<file path="src/rtl/kb_pkg.sv">
// Shared PS/2 keyboard codes, event layout and frame states.
// Event word layout: {ext, brk, scancode[7:0]}.
package kb_pkg;

    localparam logic [7:0] KB_E0     = 8'hE0;
    localparam logic [7:0] KB_F0     = 8'hF0;
    localparam logic [7:0] KB_E1     = 8'hE1;

    localparam logic [7:0] KB_NUL    = 8'h00;
    localparam logic [7:0] KB_ERR    = 8'hFF;
    localparam logic [7:0] KB_BAT    = 8'hAA;
    localparam logic [7:0] KB_ACK    = 8'hFA;

    localparam logic [7:0] KB_LSHIFT = 8'h12;
    localparam logic [7:0] KB_RSHIFT = 8'h59;
    localparam logic [7:0] KB_CAPS   = 8'h58;

    localparam int EV_CODE_W = 8;
    localparam int EV_BRK    = 8;
    localparam int EV_EXT    = 9;
    localparam int EV_W      = 10;

    typedef enum logic [1:0] {
        FR_IDLE,
        FR_DATA,
        FR_PARITY,
        FR_STOP
    } frame_state_t;

    function automatic logic is_discard(input logic [7:0] code);
        return (code == KB_NUL) || (code == KB_ERR) || (code == KB_BAT) || (code == KB_ACK);
    endfunction

    function automatic logic [EV_W-1:0] ev_pack(input logic ext, input logic brk,
                                                input logic [EV_CODE_W-1:0] code);
        logic [EV_W-1:0] ev;
        ev                   = '0;
        ev[EV_EXT]           = ext;
        ev[EV_BRK]           = brk;
        ev[EV_CODE_W-1:0]    = code;
        return ev;
    endfunction

endpackage

</file>
<file path="src/rtl/sync_fifo.sv">
// Generic single-clock FIFO with registered occupancy and first-word fall-through head.
// Latency: a write is visible on o_rd_vld/o_rd_dat the cycle after it is accepted.
// Backpressure: writes when full are refused unless a read happens in the same cycle.
module sync_fifo #(
    parameter int DEPTH = 8,
    parameter int WIDTH = 10
) (
    input  logic                     clk,
    input  logic                     i_rst_n,
    input  logic                     i_wr_vld,
    input  logic [WIDTH-1:0]         i_wr_dat,
    output logic                     o_full,
    input  logic                     i_rd_rdy,
    output logic                     o_rd_vld,
    output logic [WIDTH-1:0]         o_rd_dat,
    output logic [$clog2(DEPTH):0]   o_count
);

    localparam int AW = $clog2(DEPTH);

    logic [WIDTH-1:0] mem [DEPTH];
    logic [AW-1:0]    wr_ptr;
    logic [AW-1:0]    rd_ptr;
    logic             wr_en;
    logic             rd_en;

    assign o_full   = (o_count == (AW+1)'(DEPTH));
    assign o_rd_vld = (o_count != '0);
    assign o_rd_dat = mem[rd_ptr];
    assign rd_en    = i_rd_rdy && o_rd_vld;
    assign wr_en    = i_wr_vld && (!o_full || rd_en);

    always_ff @(posedge clk or negedge i_rst_n) begin
        if (!i_rst_n) begin
            wr_ptr  <= '0;
            rd_ptr  <= '0;
            o_count <= '0;
            for (int i = 0; i < DEPTH; i++) begin
                mem[i] <= '0;
            end
        end else begin
            if (wr_en) begin
                mem[wr_ptr] <= i_wr_dat;
                wr_ptr      <= wr_ptr + 1'b1;
            end
            if (rd_en) begin
                rd_ptr <= rd_ptr + 1'b1;
            end
            case ({wr_en, rd_en})
                2'b10:   o_count <= o_count + 1'b1;
                2'b01:   o_count <= o_count - 1'b1;
                default: o_count <= o_count;
            endcase
        end
    end

endmodule

</file>
<file path="src/rtl/ps2_key_event_queue.sv">
// PS/2 keyboard front end: sync/filter, frame check, prefix decode, modifier tracking, event FIFO.
// Latency: event valid 3 cycles after the filtered stop-bit falling edge pulse (T+3).
// Backpressure: valid/ready on the FIFO head; events arriving while full are dropped and flagged.
module ps2_key_event_queue
    import kb_pkg::*;
#(
    parameter int SYNC_STAGES    = 2,
    parameter int FILTER_LEN     = 4,
    parameter int TIMEOUT_CYCLES = 50000,
    parameter int DEPTH          = 8
) (
    input  logic                     clk,
    input  logic                     i_rst_n,
    input  logic                     i_ps2_clk_n,
    input  logic                     i_ps2_dat,
    output logic                     o_ev_valid,
    input  logic                     i_ev_ready,
    output logic [EV_W-1:0]          o_ev_data,
    output logic [$clog2(DEPTH):0]   o_count,
    output logic                     o_shift,
    output logic                     o_capslock,
    output logic                     o_overflow,
    input  logic                     i_ovf_clr,
    output logic [7:0]               o_err_cnt
);

    localparam int FW = $clog2(FILTER_LEN + 1);
    localparam int TW = $clog2(TIMEOUT_CYCLES + 1);

    logic [SYNC_STAGES-1:0] clk_sync_q;
    logic [SYNC_STAGES-1:0] dat_sync_q;
    logic                   clk_s;
    logic                   dat_s;
    logic                   clk_filt;
    logic [FW-1:0]          flt_cnt;
    logic                   fall;
    logic                   edge_q;

    logic [TW-1:0]          tmo_cnt;
    frame_state_t           state;
    logic [2:0]             bit_cnt;
    logic [7:0]             shreg;
    logic                   par_q;
    logic                   byte_stb;
    logic [7:0]             byte_q;

    logic                   ext;
    logic                   brk;
    logic [2:0]             drop_cnt;
    logic                   lshift;
    logic                   rshift;
    logic                   caps_held;
    logic                   push_vld;
    logic [EV_W-1:0]        push_dat;
    logic                   fifo_full;

    assign clk_s   = clk_sync_q[SYNC_STAGES-1];
    assign dat_s   = dat_sync_q[SYNC_STAGES-1];
    assign fall    = clk_filt && !clk_s && (flt_cnt == FW'(FILTER_LEN - 1));
    assign o_shift = lshift || rshift;

    // Idle PS/2 lines are high, so the front end resets to that level.
    always_ff @(posedge clk or negedge i_rst_n) begin
        if (!i_rst_n) begin
            clk_sync_q <= '1;
            dat_sync_q <= '1;
            clk_filt   <= 1'b1;
            flt_cnt    <= '0;
            edge_q     <= 1'b0;
        end else begin
            clk_sync_q <= {clk_sync_q[SYNC_STAGES-2:0], i_ps2_clk_n};
            dat_sync_q <= {dat_sync_q[SYNC_STAGES-2:0], i_ps2_dat};
            edge_q     <= fall;
            if (clk_s == clk_filt) begin
                flt_cnt <= '0;
            end else if (flt_cnt == FW'(FILTER_LEN - 1)) begin
                clk_filt <= clk_s;
                flt_cnt  <= '0;
            end else begin
                flt_cnt <= flt_cnt + 1'b1;
            end
        end
    end

    always_ff @(posedge clk or negedge i_rst_n) begin
        if (!i_rst_n) begin
            state     <= FR_IDLE;
            bit_cnt   <= '0;
            shreg     <= '0;
            par_q     <= 1'b0;
            byte_stb  <= 1'b0;
            byte_q    <= '0;
            tmo_cnt   <= '0;
            o_err_cnt <= '0;
        end else begin
            byte_stb <= 1'b0;
            if (state == FR_IDLE || edge_q) begin
                tmo_cnt <= '0;
            end else if (tmo_cnt == TW'(TIMEOUT_CYCLES - 1)) begin
                tmo_cnt <= '0;
                state   <= FR_IDLE;
                if (o_err_cnt != 8'hFF) o_err_cnt <= o_err_cnt + 8'd1;
            end else begin
                tmo_cnt <= tmo_cnt + 1'b1;
            end

            if (edge_q) begin
                case (state)
                    FR_IDLE: begin
                        if (!dat_s) begin
                            state   <= FR_DATA;
                            bit_cnt <= '0;
                        end
                    end
                    FR_DATA: begin
                        shreg   <= {dat_s, shreg[7:1]};
                        bit_cnt <= bit_cnt + 3'd1;
                        if (bit_cnt == 3'd7) state <= FR_PARITY;
                    end
                    FR_PARITY: begin
                        par_q <= dat_s;
                        state <= FR_STOP;
                    end
                    FR_STOP: begin
                        state <= FR_IDLE;
                        if (dat_s && (^shreg ^ par_q)) begin
                            byte_stb <= 1'b1;
                            byte_q   <= shreg;
                        end else if (o_err_cnt != 8'hFF) begin
                            o_err_cnt <= o_err_cnt + 8'd1;
                        end
                    end
                    default: state <= FR_IDLE;
                endcase
            end
        end
    end

    // Bytes swallowed by the E1 drop window leave ext/brk untouched.
    always_ff @(posedge clk or negedge i_rst_n) begin
        if (!i_rst_n) begin
            ext        <= 1'b0;
            brk        <= 1'b0;
            drop_cnt   <= '0;
            lshift     <= 1'b0;
            rshift     <= 1'b0;
            caps_held  <= 1'b0;
            o_capslock <= 1'b0;
            push_vld   <= 1'b0;
            push_dat   <= '0;
        end else begin
            push_vld <= 1'b0;
            if (byte_stb) begin
                if (drop_cnt != 3'd0) begin
                    drop_cnt <= drop_cnt - 3'd1;
                end else if (byte_q == KB_E1) begin
                    drop_cnt <= 3'd7;
                    ext      <= 1'b0;
                    brk      <= 1'b0;
                end else if (byte_q == KB_E0) begin
                    ext <= 1'b1;
                end else if (byte_q == KB_F0) begin
                    brk <= 1'b1;
                end else if (is_discard(byte_q)) begin
                    ext <= 1'b0;
                    brk <= 1'b0;
                end else begin
                    push_vld <= 1'b1;
                    push_dat <= ev_pack(ext, brk, byte_q);
                    ext      <= 1'b0;
                    brk      <= 1'b0;
                    if (!ext) begin
                        if (byte_q == KB_LSHIFT) lshift <= !brk;
                        if (byte_q == KB_RSHIFT) rshift <= !brk;
                        if (byte_q == KB_CAPS) begin
                            if (brk) begin
                                caps_held <= 1'b0;
                            end else if (!caps_held) begin
                                caps_held  <= 1'b1;
                                o_capslock <= !o_capslock;
                            end
                        end
                    end
                end
            end
        end
    end

    always_ff @(posedge clk or negedge i_rst_n) begin
        if (!i_rst_n) begin
            o_overflow <= 1'b0;
        end else if (push_vld && fifo_full && !i_ev_ready) begin
            o_overflow <= 1'b1;
        end else if (i_ovf_clr) begin
            o_overflow <= 1'b0;
        end
    end

    sync_fifo #(
        .DEPTH (DEPTH),
        .WIDTH (EV_W)
    ) u_fifo (
        .clk      (clk),
        .i_rst_n  (i_rst_n),
        .i_wr_vld (push_vld),
        .i_wr_dat (push_dat),
        .o_full   (fifo_full),
        .i_rd_rdy (i_ev_ready),
        .o_rd_vld (o_ev_valid),
        .o_rd_dat (o_ev_data),
        .o_count  (o_count)
    );

endmodule

</file>
<file path="config.mk">
export PLATFORM = sky130hd
export DESIGN_NAME = ps2_key_event_queue
export DESIGN_NICKNAME = d
export VERILOG_FILES = /design/src/rtl/kb_pkg.sv /design/src/rtl/sync_fifo.sv /design/src/rtl/ps2_key_event_queue.sv
export SDC_FILE = /design/constraint.sdc
export NUM_CORES = 1
export LEC_CHECK = 0
export CORE_MARGIN = 1
export CORE_UTILIZATION = 45
export CTS_CLUSTER_DIAMETER = 100
export CTS_CLUSTER_SIZE = 10
export DETAILED_ROUTE_END_ITERATION = 8
export GPL_TIMING_DRIVEN = 0
export HOLD_SLACK_MARGIN = 0.1
export SYNTH_ARGS = -nofsm -noshare
export SYNTH_HDL_FRONTEND = slang
export SYNTH_SLANG_ARGS = --single-unit
</file>
<file path="constraint.sdc">
create_clock -name clk -period 2.9 [get_ports clk]
set_input_delay 0.29 -clock clk [delete_from_list [all_inputs] [get_ports clk]]
set_output_delay 0.29 -clock clk [all_outputs]
set_load 0.03 [all_outputs]
</file>
After elaboration in Yosys (flattened, before gate mapping)
Index checks and enable logic that the tools add are counted.
{"block": "totals", "elab_cells": 168, "regBits": 167, "out_inout_bits": 26, "input_bits": 6}
{"block": "classes", "order_cmp": 3, "n_eq_ne": 23, "n_reduce_logical": 41, "bitwise": 12, "n_mux": 46, "addsub": 9}
{"op": "bitwise mux 80 bit", "n": 1}
{"op": "two-way mux 8 bit", "n": 7}
{"op": "equality test 8 bit (second input constant)", "n": 6}
{"op": "two-way mux 16 bit", "n": 2}
{"op": "binary-select mux 10 bit (select 3 bit)", "n": 1}
{"op": "demux 10 bit (select 3 bit)", "n": 1}
{"op": "two-way mux 10 bit", "n": 3}
{"op": "AND reduction 8 bit", "n": 3}
{"op": "two-way mux 1 bit", "n": 18}
{"op": "adder 16 x 1 -> 16 bit (second input constant)", "n": 1}
{"op": "equality test 16 bit (second input constant)", "n": 1}
{"op": "equality test 8 x 7 -> 1 bit (second input constant)", "n": 2}
{"op": "two-way mux 3 bit", "n": 5}
{"op": "adder 3 x 1 -> 3 bit (second input constant)", "n": 4}
{"op": "AND reduction 3 bit", "n": 4}
{"op": "two-way mux 2 bit", "n": 5}
{"op": "AND reduction 10 bit", "n": 1}
{"op": "NOT 1 bit", "n": 9}
{"op": "adder 8 x 1 -> 8 bit (second input constant)", "n": 1}
{"op": "equality test 8 x 5 -> 1 bit (second input constant)", "n": 1}
{"op": "greater-or-equal comparator 4 bit (second input constant)", "n": 2}
{"op": "logical AND 1 bit", "n": 8}
{"op": "logical NOT 8 bit", "n": 1}
{"op": "!= test 8 bit (second input constant)", "n": 1}
{"op": "other kinds (26)", "n": 46}

Longest topological paths before layout
Gate-level depths: netlist (run 1).
{"block": "logic_depth", "ltp_word": 10, "depth_mapped": 11, "mapped_depth_nobuf": 10}

Cells and area by module
Synthesis (run 1) repeated with hierarchy kept, for this count alone.
{"block": "unflattened", "hier_cells": 566, "hier_area_um2": 7780.0}
{"module": "sync_fifo", "seq_area_each_um2": 2252.2, "cells_per_inst": 265, "n_inst": 1, "area_each_um2": 4315.4}
{"module": "ps2_key_event_queue", "seq_area_each_um2": 1933.1, "cells_per_inst": 301, "n_inst": 1, "area_each_um2": 3464.6}

Worst setup path before layout (run 1)
No wires, ideal clock.
{"block": "synth_path", "path_kind": "reg-to-reg", "start": "reg u_fifo.o_count[0]", "end": "reg u_fifo.o_count[2]", "synth_period_minus_slack_ns": 2.902, "required_ns": 2.762, "arrival_ns": 2.764, "setup_slack_ns": -0.002, "n_path_buf": 1, "path_stages_with_launch": 12, "setup_ns": 0.138, "path_cell_list": "dfrtp_1 or3_1 or2_2 and2_1 clkbuf_1 ha_1 xor2_1 ha_1 a21oi_1 xor2_1 nor2_1 xor2_1"}
{"block": "synth_via", "elab_chain_cells": 6, "elab_cells_between_ends": 12, "cone_classes": "add/sub (2); eq/ne (3); mux (1); reduce/logical (6)"}
{"element": "start, declared", "line_no": "sync_fifo.sv:16", "rtl": "output logic [$clog2(DEPTH):0] o_count"}
{"element": "start signal, assigned", "line_no": "sync_fifo.sv:50", "rtl": "2'b10: o_count <= o_count + 1'b1;"}
{"element": "start signal, assigned", "line_no": "sync_fifo.sv:51", "rtl": "2'b01: o_count <= o_count - 1'b1;"}
{"element": "start signal, assigned", "line_no": "sync_fifo.sv:52", "rtl": "default: o_count <= o_count;"}
{"element": "nonzero test 4 bit *", "line_no": "sync_fifo.sv:28", "rtl": "assign o_rd_vld = (o_count != '0);"}
{"element": "via o_ev_valid", "line_no": "ps2_key_event_queue.sv:16", "rtl": "output logic o_ev_valid,"}
{"element": "logical AND 1 bit *", "line_no": "sync_fifo.sv:30", "rtl": "assign rd_en = i_rd_rdy && o_rd_vld;"}
{"element": "via u_fifo.rd_en", "line_no": "sync_fifo.sv:25", "rtl": "logic rd_en;"}
{"element": "logical OR 1 bit", "line_no": "sync_fifo.sv:31", "rtl": "assign wr_en = i_wr_vld && (!o_full || rd_en);"}
{"element": "logical AND 1 bit", "line_no": "sync_fifo.sv:31"}
{"element": "equality test 2 x 1 -> 1 bit / equality test 2 bit (equally long branches)", "line_no": "sync_fifo.sv:49", "rtl": "case ({wr_en, rd_en})"}
{"element": "one-hot mux 4 bit (2 select lines) / nonzero test 2 bit (equally long branches)"}
Mark *: on every way through the listed nets, which the timed path passes. The rest lies on a longest branch.
A chain may end at the register's enable or synchronous reset.

Worst setup path in the final report (run 1)
{"block": "layout_path", "start": "reg u_fifo.rd_ptr[0]", "end": "out o_ev_data[7]"}
{"block": "layout_via", "elab_chain_cells": 4}
{"element": "start, declared", "line_no": "sync_fifo.sv:23", "rtl": "logic [AW-1:0] rd_ptr;"}
{"element": "start signal, assigned", "line_no": "sync_fifo.sv:47", "rtl": "rd_ptr <= rd_ptr + 1'b1;"}
{"element": "NOT 3 -> 4 bit (not written as such)", "line_no": "sync_fifo.sv:29", "rtl": "assign o_rd_dat = mem[rd_ptr];"}
{"element": "binary-select mux 10 bit (select 3 bit)", "line_no": "sync_fifo.sv:29"}
{"element": "two-way mux 10 bit (not written as such) (2 in a row)", "line_no": "sync_fifo.sv:29"}
{"element": "end, declared", "line_no": "ps2_key_event_queue.sv:18", "rtl": "output logic [EV_W-1:0] o_ev_data,"}
Every way passes these cells. The select of a mux whose other input is x is not followed.

==> impl_metrics.toml, run 1 <==
[status]
outcome = "completed"

[layout]
fill_cells = 1401
final_nets = 632
area_delta_synth_final_pct = 16.3
final_util_pct = 53.7
drive_gt1_share_pct = 33.5
diodes = 0

[routing]
drc = 0
ant_nets = 0
wl_per_cell_um = 16.9
wirelength_um = 14300
drt_iter0_markers = 216
viasPerCell = 5.39
vias = 4558
first_pass_iters = 4

[timing]
slew_viol_final = 0
fin_crit_ps = 2810
hold_viol = 0
clock-skew-final_ps = 8.43
fin_crit_sh_pct = 96.8
finalSetupViolCount = 0
maxSlewHeadroom_pct = 30.8
worst_slew_pin_slew_ps = 1030
fmax_mhz = 356

[global_routing]
use_met1_pct = 22.9
grt_max_degree = 112
grt_util_all_layers_pct = 18.1
grt_busiest_layer = "met2"
grt_use_met2_pct = 30.7
grt_pass1_wl_um = 24600
grt_pass1_vias = 4792
grt.met3_usage_pct = 4.25
grt_remaining_overflow = 0
antenna_found_initial = 0

[floorplan]
die_w_um = 133
core-area_sq_um = 16600
dieArea_sq_um = 17600
die_h_um = 133
rows = 47
start_util_pct = 46.2
io_pins = 32

[clock_network]
cts.clk_slew.worst_paths_ps = 70
postCtsSetupBuffers = 0
tritoncts = "built"
h-tree-depth = 4
insertion_delay_ps = 430
cts-root-buf = "clkbuf_16"
clock_path_buffers = 2
clock_sinks = 167
cts_made_buffers = 17

[worst_setup_path]
path_max_fanout = 10
slowest_delay_ps = 590
timing.rr.end = "u_fifo.o_count[2]"
endpoint_kind = "output pin"
crit_type = "reg2out"
worstSetupStartpointType = "flip-flop"
path_cells = "buf_6, mux4_2, mux2_2, clkdlybuf4s50_1"
crit_slowest_cell = "clkdlybuf4s50_1"
ff2ff_setup_slack_ps = 160
critPathRequiredTime_ps = 2610
r2r_start = "u_fifo.o_count[1]"
worst-endpoint-arrival_ps = 2520
reg2reg_depth = 11

[synth]
syn_area_per_cell_sq_um = 13.7
netlist_area_sq_um = 7660
yosys.area_share.simple_pct = 9.80
ys_ff_latch = 167
yosys_most_used_dff = "dfrtp_1"
synthMuxAreaShare_pct = 23.8
synth_enable_flop_cells = 0
syn-num-nets = 580
synth_top_family_by_area = "multiplexers"
synthCells = 561
synth_warnings = 0
synthXorXnorAreaFrac_pct = 4.52
yosysSeqAreaShare_pct = 54.6
ys_types = 54
synthAdderAreaFrac_pct = 2.12
synth_compound_area_share_pct = 3.51
async_reset_ff_share_pct = 100

[placement]
place_congestion = 0.773
numPortBuffers = 31
hpwl_um = 9350

[power]
power.density_nw_per_um2 = 538
p_total_mw = 4.79
ir_worst_vdd_v = 0.000465
p_leak_nw = 4.20

[worst_hold_path]
hp-class = "in2reg"
hold_depth = 1
worstHoldStart = "i_ps2_dat"
min_to = "dat_sync_q[0]"

[flow_run]
maxCapViolations = 0
worst max-delay path by stage:
stage / startpoint / to / slack (ps)
2_1_floorplan: u_fifo.o_count[1] / u_fifo.o_count[2] / 2
3_3_place_gp: i_rst_n / u_fifo.o_count[0] / -5740
3_5_place_dp: u_fifo.o_count[1] / u_fifo.o_count[2] / 60
4_1_cts: u_fifo.rd_ptr[0] / o_ev_data[5] / 1
5_1_grt: u_fifo.rd_ptr[0] / o_ev_data[7] / -1
6_report: u_fifo.rd_ptr[0] / o_ev_data[7] / 90
worst max-delay path, delay by kind of cell, from the launching register on:
family,cells,cell delay (ps)
buffers and inverters,2,830
multiplexers,2,800
flip-flops,1,450
routing by layer:
metal	part of all wire, %	wire length [um]
met1	45	6500
met2	51	7220
met3	2.5	356
met4	1.5	218
met5	0	0
layout make-up:
cell class / count / area [sq um] / share of cell area [%]
plain buffers: 19 / 101 / 1.14
clock buffers: 18 / 439 / 4.93
clock inverters: 14 / 150 / 1.69
inverters: 11 / 41.3 / 0.463
multi-input cells: 364 / 3360 / 37.7
flip-flops and latches: 167 / 4190 / 47.0
well taps: 220 / 275 / 3.09
repair buffers: 33 / 358 / 4.02
cells in the final DEF (no fill, tap or decap), drive strengths merged, types with 3 or more instances in the layout:
master | synthesis | routed
a21oi | 4 | 4
and2 | 3 | 3
and3 | 6 | 6
buf | 8 | 10
clkbuf | 11 | 29
clkdlybuf4s50 | 0 | 28
clkinv | 0 | 4
clkinvlp | 0 | 6
dfrtp | 162 | 162
dfstp | 5 | 5
ha | 13 | 13
inv | 11 | 13
mux2 | 120 | 120
mux4 | 20 | 20
nand2 | 33 | 33
nand2b | 4 | 4
nand3 | 13 | 13
nand3b | 5 | 5
nand4 | 7 | 7
nor2 | 31 | 31
nor2b | 5 | 5
nor3 | 8 | 8
nor4 | 4 | 4
nor4b | 6 | 6
o211ai | 3 | 3
o21ai | 18 | 18
o31ai | 4 | 4
or2 | 3 | 3
xnor2 | 12 | 12
xor2 | 24 | 24
report_power, final:
part | internal, mW | switching [mW] | leakage (nW)
combinational | 0.0501 | 0.110 | 1.62
clock | 1.29 | 0.950 | 0.271
sequential | 2.37 | 0.0188 | 2.31
total | 3.71 | 1.08 | 4.20
synth_stat cells (5+ instances only):
| library cell | count | share of area, % |
|---|---|---|
| dfrtp_1 | 162 | 53 |
| mux2_2 | 119 | 17 |
| nand2_1 | 32 | 1.6 |
| nor2_1 | 31 | 1.5 |
| xor2_1 | 24 | 2.7 |
| mux4_2 | 20 | 5.9 |
| o21ai_0 | 17 | 1.1 |
| ha_1 | 13 | 2.1 |
| nand3_1 | 12 | 0.78 |
| clkbuf_1 | 11 | 0.54 |
| inv_1 | 11 | 0.54 |
| xnor2_1 | 11 | 1.3 |
| and3_1 | 6 | 0.49 |
| buf_2 | 6 | 0.39 |
| nand4_1 | 6 | 0.49 |
| nor3_1 | 6 | 0.39 |
| dfstp_2 | 5 | 1.7 |
| nand3b_1 | 5 | 0.49 |
| nor2b_1 | 5 | 0.41 |
timing repair:
action,CTS,global route
endpoints found under the hold margin,54,0
endpoints found under the setup margin,10,10
resized for setup,4,6
hold buffers,1,0
cell families after synthesis:
family	Yosys count
compound gates	38
xor+xnor	37
fa+ha+maj	13
buf+inv	30
flops	167
mux	142
simple gates	134
per-stage QoR:
stage	hold slack [ps]	worst slack [ps]	TNS (ps)	area, sq um	instances
CTS	251	1.41	0	8890	846
detailed placement	249	56.6	0	8280	813
global route	252	-1.27	-1.27	8910	846
floorplan	-5.59	2.21	0	7660	561
global placement	349	-5740	-848650	8250	812
finish	264	92.5	0	8910	846
registers in the layout (all words and copies together) (netlist names), 2 cells and up:
| name | cells |
|---|---|
| o_err_cnt | 8 |
| byte_q | 8 |
| shreg | 8 |
| bit_cnt | 3 |
| tmo_cnt | 16 |
| u_fifo.wr_ptr | 3 |
| u_fifo.mem | 80 |
| push_dat | 10 |
| drop_cnt | 3 |
| state | 2 |
| flt_cnt | 3 |
| u_fifo.o_count | 4 |
| dat_sync_q | 2 |
| clk_sync_q | 2 |
| u_fifo.rd_ptr | 3 |
No activity file was read; power rests on OpenSTA's default activity.
==> run 2: changes to the inputs <==
Settings changed: SKIP_CTS_REPAIR_TIMING set to 1.
==> run 2 against run 1 <==
  * Wire length did not move
  * Combinational power about the same
  * Sequential power is essentially flat
  * Sequential share of layout area unchanged
  * Design area stayed put
  * Die area stayed put
  * Worst setup slack unchanged
  * Final cell count unchanged
  * Clock-buffer cell count is the same
  * Non-clock buffer count unchanged
  * Critical path type unchanged
  * Critical endpoint unchanged
==> impl_metrics.toml, run 2 (synthesis results as in run 1) <==
[status]
outcome = "completed"

[clock_network]
cts_made_buffers = 17
tritoncts = "built"
cts.clk_slew.worst_paths_ps = 70
clock_path_buffers = 2
cts-root-buf = "clkbuf_16"
clock_sinks = 167
h-tree-depth = 4
insertion_delay_ps = 430

[flow_run]
maxCapViolations = 0

[power]
p_int_mw = 3.71
p_seq_share_pct = 49.8
ir_worst_vdd_v = 0.000465
power.density_nw_per_um2 = 538
clkPwrFrac_pct = 46.8
p_sw_mw = 1.08
p_total_mw = 4.79
p_comb_share_pct = 3.3
power.share.switching_pct = 22.5
p_leak_nw = 4.20

[global_routing]
grt_remaining_overflow = 0
antenna_found_initial = 0
grt_util_all_layers_pct = 18.1
grt_pass1_wl_um = 24600
grt_max_degree = 112
grt_pass1_vias = 4790

[layout]
final_util_pct = 53.7
largest_reg_flops = 80
final_nets = 632
top_regs = "u_fifo.mem: 80 flops, tmo_cnt: 16 flops, push_dat: 10 flops"
top_register = "u_fifo.mem"
area_delta_synth_final_pct = 16.3
layout_commonest_cell = "dfrtp_1"
post-route-cell-area_sq_um = 8910
drive_gt1_share_pct = 33.5
final_cell_mix = "dfrtp_1, mux2_2, nand2_1"
diodes = 0
fill_cells = 1401

[worst_setup_path]
worstSetupStartpointType = "flip-flop"
endpoint_kind = "output pin"
ff2ff_setup_slack_ps = 160
path_max_fanout = 10
critPathRequiredTime_ps = 2610
worst-endpoint-arrival_ps = 2520
crit_type = "reg2out"

[timing]
worst_slew_pin_slew_ps = 1030
finalSetupViolCount = 0
slew_viol_final = 0
maxSlewHeadroom_pct = 30.8
fin_crit_ps = 2810
hold_slack_ps = 264
fin_crit_sh_pct = 96.8
hold_viol = 0
fmax_mhz = 356
clock-skew-final_ps = 8.43

[routing]
wl_per_cell_um = 16.9
wirelength_um = 14300
ant_nets = 0
viasPerCell = 5.39
drc = 0
first_pass_iters = 4
drt_iter0_markers = 216
vias = 4558

[placement]
hpwl_um = 9350
place_congestion = 0.773
place_area_sq_um = 8280
numPortBuffers = 31

[floorplan]
io_pins = 32
start_util_pct = 46.2
rows = 47
dieArea_sq_um = 17600
die_w_um = 133
core-area_sq_um = 16600
die_h_um = 133

[worst_hold_path]
hp-class = "in2reg"
[run 2: cell counts in the layout (fill, tap and decap cells not counted)]
No cell type changed its count.
[run 2: stage by stage]
| stage | worst slack, ps | setup TNS [ps] | instances |
|---|---|---|---|
| 6_report | 92.5 | 0 | 846 |
| 2_1_floorplan | 2.21 | 0 | 561 |
| 4_1_cts | -184 | -1480 | 845 |
| 3_3_place_gp | -5740 | -848650 | 812 |
| 5_1_grt | -1.27 | -1.27 | 846 |
| 3_5_place_dp | 56.6 | 0 | 813 |
[run 2: area by class of cell]
type                    count  area, sq um  area share [%]
multi-input cells         364         3360            37.7
clock inverters            14          150            1.69
flip-flops and latches    167         4190            47.0
plain buffers              19          101            1.14
inverters                  11         41.3           0.463
well taps                 220          275            3.09
clock buffers              18          439            4.93
repair buffers             33          358            4.02
[run 2: power by group through the flow]
| stage | Clock [mW] | Sequential (mW) | Combinational (mW) |
|---|---|---|---|
| 6_report | 2.24 | 2.39 | 0.160 |
| 5_1_grt | 2.37 | 2.39 | 0.192 |
| 4_1_cts | 2.29 | 2.39 | 0.167 |
| 3_5_place_dp | 0 | 2.43 | 0.165 |
| 3_3_place_gp | 0 | 2.43 | 0.153 |
| 2_1_floorplan | 0 | 2.43 | 0.0837 |
[run 2: critical path, stage by stage (launching register included)]
cell and delay, ps:
dfrtp_1 450, buf_6 240, mux4_2 520, mux2_2 280, clkdlybuf4s50_1 590
[run 2: path summary, 6_finish.rpt]
| check | startpoint | to | cells past startpoint |
|---|---|---|---|
| max | u_fifo.rd_ptr[0] | o_ev_data[7] | 4 |
| max in group asynchronous | i_rst_n | clk_sync_q[1] | 3 |
| min in group asynchronous | i_rst_n | u_fifo.o_count[1] | 2 |
| max reg2reg | u_fifo.o_count[1] | u_fifo.o_count[2] | 11 |
| min reg2reg | clk_sync_q[0] | clk_sync_q[1] | 0 |
| min | i_ps2_dat | dat_sync_q[0] | 1 |
[run 2: per-layer routing]
layer	share of wire (%)	wire (um)	vias to the layer above	global-route usage, %
met4	1.5	218	0	5.75
met3	2.5	355	19	4.29
li1	-	-	2127	-
met1	45	6500	2365	22.8
met2	51	7220	47	30.7
met5	0	0	-	0
==> edit 1 (flow settings as in run 2) <==
The package constant `EV_W` goes from 10 to 20.
--- a/src/rtl/kb_pkg.sv
+++ b/src/rtl/kb_pkg.sv
@@ -18,7 +18,7 @@
     localparam int EV_CODE_W = 8;
     localparam int EV_BRK    = 8;
     localparam int EV_EXT    = 9;
-    localparam int EV_W      = 10;
+    localparam int EV_W      = 20;
 
     typedef enum logic [1:0] {
         FR_IDLE,
Ports: changed (resized o_ev_data); port bits go from 32 to 42. The function was not compared with the original's and may differ.
==> edit 1 against run 2 <==
- total power fell by 0.30%
- sequential cell count did not move
- worst setup slack better by 7.1 ps
- synthesized area is 1.1% higher
- core utilization up 0.28 points
- first-iteration DRC count shrank 25%
- global-route usage down 0.54 points
- synthesized cell count increased by 3.0%
- register-to-register slack improved by 270 ps
- design area up 1.2%
- routed wire length is 0.15% higher
- largest power group unchanged
- highest routed layer unchanged
==> edit 1: results (changes against run 2) <==
[routing]
dr.pass1.iters=4  ; unchanged
via_per_inst=5.27  ; -2.2%
wl_per_cell_um=16.4  ; -2.8%
drt-total-wl_mm=14.3  ; +0.15%
drt_iter0_drc=162  ; -25%

[final_layout]
fill_cells=1439  ; +2.7%
drive_gt1_share_pct=33.0  ; -0.57 points
top_regs=u_fifo.mem (80), tmo_cnt (16), push_dat (10)
nets=659  ; +4.3%
n_antenna_cell=0  ; unchanged

[synthesis]
synthTopCellsByArea=dfrtp_1 (52%), mux2_2 (16%), mux4_2 (5.8%)
yosysWarnings=0  ; unchanged
synth-seq-area-share_pct=54.0  ; -0.62 points
synth.distinct_cells=58  ; +7.4%
yosys-top-cells-count=dfrtp_1 (162), mux2_2 (108), nand2_1 (36), nor2_1 (31)
ys_async_sr_fraction_pct=100  ; unchanged
synth_cells=578  ; +3.0%

[hold_path]
hold_path.class=in2reg

[setup_path]
crit_fanout=10  ; unchanged
worstPathArrival_ps=2510  ; about the same

[place]
place_area_sq_mm=0.00840  ; +1.5%
dp_hpwl_mm=9.53  ; +1.9%
portBuffers=31  ; unchanged
routabilityCongestion=0.745  ; -3.7%
placed_cells=839  ; +3.2%
place_worst_setup_slack_ps=297  ; +241 ps

[clock_tree]
cts_buffers=17  ; unchanged
clock_insertion_delay_worst_skew_ps=430  ; about the same
clock-root-buffer=clkbuf_16
cts-htree-levels=4  ; unchanged
cts_buffer_depth=2  ; unchanged
clk_transition_reported_paths_ps=70  ; about the same

[global_route]
grt_pass1_wl_mm=24.0  ; -2.2%
antenna_found_initial=0  ; unchanged
grt_usage_pct=17.5  ; -0.54 points
first_global_vias=4794  ; +0.084%
grt_max_degree=112  ; unchanged

[sta]
final_max_slew_viol_count=0  ; unchanged
clock_skew_ps=14.1  ; +5.70 ps
relSlewSlack_pct=45.6  ; +15 points

[outcome]
status=finished, final reports clean

[power]
p_leak_nw=4.34  ; +3.2%
ir_drop_v=0.000432  ; -7.1%

edit 1: changes by cell type after synthesis, sizes merged, moves of 4 or more:
cell / delta
and3: +4
buf: +16
inv: +5
nand3: -4
xnor2: +9
xor2: -12
edit 1: cell families (layout without fill, tap and decap cells):
logic type / after synthesis / in the layout / synth area share (%)
mux: 139 / 139 / 23.6
other cells: 1 / 10 / 0.0484
xor+xnor: 34 / 34 / 4.13
compound gates: 41 / 41 / 3.66
flops: 167 / 167 / 54.0
buf+inv: 50 / 115 / 3.44
fa+ha+maj: 14 / 14 / 2.36
simple gates: 132 / 132 / 8.80
edit 1: worst paths after layout:
path | startpoint | slack, ps | to | cells past startpoint
worst max-delay path | u_fifo.rd_ptr[0] | 100 | o_ev_data[1] | 4
worst min-delay path | i_ps2_dat | 270 | dat_sync_q[0] | 1
worst max register to register | u_fifo.o_count[1] | 430 | u_fifo.o_count[3] | 12
worst min register to register | clk_sync_q[0] | 360 | clk_sync_q[1] | 0
max in group asynchronous | i_rst_n | 1660 | dat_sync_q[0] | 3
min in group asynchronous | i_rst_n | 370 | u_fifo.rd_ptr[2] | 2
edit 1: through the flow:
stage,setup TNS (ps),utilization (%)
after floorplan,0,-
after global placement,-835630,50.1
after detailed placement,0,50.3
after CTS,-1480,53.8
after global routing,0,54.0
final,0,54.0
edit 1: power by group:
group          internal, mW  switching (mW)
sequential             2.37          0.0182
combinational        0.0602           0.128
clock                  1.27           0.931
total                  3.70            1.08
edit 1: layer usage:
layer	wire length [um]	GRT usage (%)	share of wire, %	up-vias
li1	-	-	-	2165
met1	6130	20.6	43	2342
met2	7580	31.0	53	67
met3	378	4.57	2.6	19
met4	228	5.87	1.6	0
met5	0	0	0	-
edit 1: final cells by class:
cell class	instances	area (sq um)	area share, %
multi-input cells	370	3330	37.0
inverters	16	62.6	0.694
flip-flops and latches	167	4190	46.4
well taps	220	275	3.05
plain buffers	34	219	2.43
clock inverters	15	156	1.73
repair buffers	33	363	4.02
clock buffers	17	425	4.72
edit 1: worst max-delay path, stage by stage, from the launching register on:
cell and delay (ps):
dfrtp_1 440, buf_6 240, mux4_2 520, mux2_2 280
clkdlybuf4s50_1 600
==> edit 2 (config.mk and constraints of run 2) <==
Without the edit above. One comparison of `o_count` changes from == to >=.
--- a/src/rtl/sync_fifo.sv
+++ b/src/rtl/sync_fifo.sv
@@ -24,7 +24,7 @@
     logic             wr_en;
     logic             rd_en;
 
-    assign o_full   = (o_count == (AW+1)'(DEPTH));
+    assign o_full   = (o_count >= (AW+1)'(DEPTH));
     assign o_rd_vld = (o_count != '0);
     assign o_rd_dat = mem[rd_ptr];
     assign rd_en    = i_rd_rdy && o_rd_vld;
Behaviour: same outputs for any inputs over 10 cycles, from zero or initial values and one cycle with i_rst_n low; that may be too few to reach the edited logic, so the function may still have changed.
==> edit 2 against run 2 <==
- sequential cell count did not move
- cell count rose by 0.24%
- worst setup slack improved by 230 ps
- design area fell by 0.45%
- total power fell by 1.7%
- worst hold slack improved by 6.2 ps
- synthesized area fell by 0.41%
- routed wire length rose by 1.5%
- largest cell class unchanged
==> edit 2: results (changes against run 2) <==
[synthesis]
synth-seq-area-share_pct=54.8  ; +0.22 points
synth_nets=582  ; +0.34%
synth_cells=563  ; +0.36%
synth.distinct_cells=51  ; -5.6%
synthTopCellsByArea=dfrtp_1 (53%), mux2_2 (17%), mux4_2 (5.9%)
yosysWarnings=0  ; unchanged
yosys-top-cells-count=dfrtp_1 (162), mux2_2 (112), nand2_1 (35), nor2_1 (29), mux4_2 (20)

[global_route]
grt_usage_pct=18.2  ; +0.15 points
use_met2_pct=30.9  ; +0.25 points
gr-usage-met1_pct=23.5  ; +0.70 points
grt_max_degree=92  ; -18%
grt_pass1_wl_mm=24.7  ; +0.59%
antenna_found_initial=0  ; unchanged
first_global_vias=4726  ; -1.3%
use_met3_pct=3.04  ; -1.3 points

[outcome]
status=finished, final reports clean

[hold_path]
min_from=i_ps2_clk_n
holdPathEnd=clk_sync_q[0]

[clock_tree]
cts-htree-levels=4  ; unchanged
clk_transition_reported_paths_ps=60
clock-root-buffer=clkbuf_16
cts_buffer_depth=2  ; unchanged
cts_buffers=17  ; unchanged

[routing]
drt-total-wl_mm=14.5  ; +1.5%
wl_met1_mm=6.42  ; -1.3%
dr_total_vias=4581  ; +0.50%
dr.pass1.iters=4  ; unchanged
wl_met3_um=347  ; -2.3%
drt_iter0_drc=255  ; +18%
wl_met2_mm=7.54  ; +4.4%

[setup_path]
r2r_cells=10  ; -1
crit_fanout=7  ; -3
r2r_setup_slack_ps=330  ; +170 ps
worstPathArrival_ps=2880  ; +360 ps
crit_path_end_kind=flop
crit_start=u_fifo.o_count[1]

[final_layout]
stdcell_count=848  ; +0.24%
nets=634  ; +0.32%
drive_gt1_share_pct=31.1  ; -2.5 points
fill_cells=1424  ; +1.6%

[power]
ir_drop_v=0.000468  ; +0.73%
p_leak_nw=4.35  ; +3.5%
p_sw_mw=1.08  ; about the same

[place]
routabilityCongestion=0.754  ; -2.5%
dp_hpwl_mm=9.60  ; +2.6%
portBuffers=31  ; unchanged
placed_cells=815  ; +0.25%

[sta]
clock_skew_ps=7.25  ; -1.18 ps
relSlewSlack_pct=24.4  ; -6.4 points

==> edit 2: cell count changes after synthesis, sizes merged, moves of 3 or more <==
cell,delta
nand3b,-4
clkbuf,+3
xnor2,+6
and3,+6
o21ai,-5
nand2,+3
xor2,-7
==> edit 2: cells by family (layout without fill, tap and decap cells) <==
group           count (synthesis)  count (layout)  synth area share (%)
buf+inv                        33              98                  1.74
mux                           145             145                  24.3
compound gates                 31              31                  2.82
simple gates                  138             138                  9.75
fa+ha+maj                      13              13                  2.13
flops                         167             167                  54.8
xor+xnor                       36              36                  4.43
==> edit 2: power by group through the flow <==
stage,combinational [mW],sequential (mW),clock (mW)
6_report,0.161,2.39,2.16
5_1_grt,0.197,2.39,2.31
4_1_cts,0.167,2.39,2.22
3_5_place_dp,0.165,2.43,0
3_3_place_gp,0.154,2.43,0
2_1_floorplan,0.0846,2.43,0
==> edit 2: layout make-up <==
class                           count  area share [%]
Buffer                             22            1.20
Multi-Input combinational cell    363            37.4
Inverter                           11           0.466
Clock inverter                     13            1.42
Timing Repair Buffer               33            4.26
Tap cell                          220            3.10
Sequential cell                   167            47.2
Clock buffer                       19            4.99
==> edit 2: critical path: stages, from the launching register on <==
cell and delay (ps):
dfrtp_1 450, or4_1 570, nand2_1 150, inv_1 100
ha_1 280, xor2_1 180, ha_1 190, a21oi_1 160
xor2_1 170, nor2_1 70, xor2_1 130
==> edit 2: stage by stage <==
step,total power [mW],instance area [sq um],hold WS [ps],setup slack (ps),utilization (%)
final,4.71,8870,270,327,53.5
after global routing,4.90,8870,268,176,53.5
after CTS,4.77,8820,-152,-198,53.2
after detailed placement,2.60,8250,308,99.0,49.8
after global placement,2.58,8220,346,-5100,49.6
after floorplan,2.51,7630,-5.59,164,-
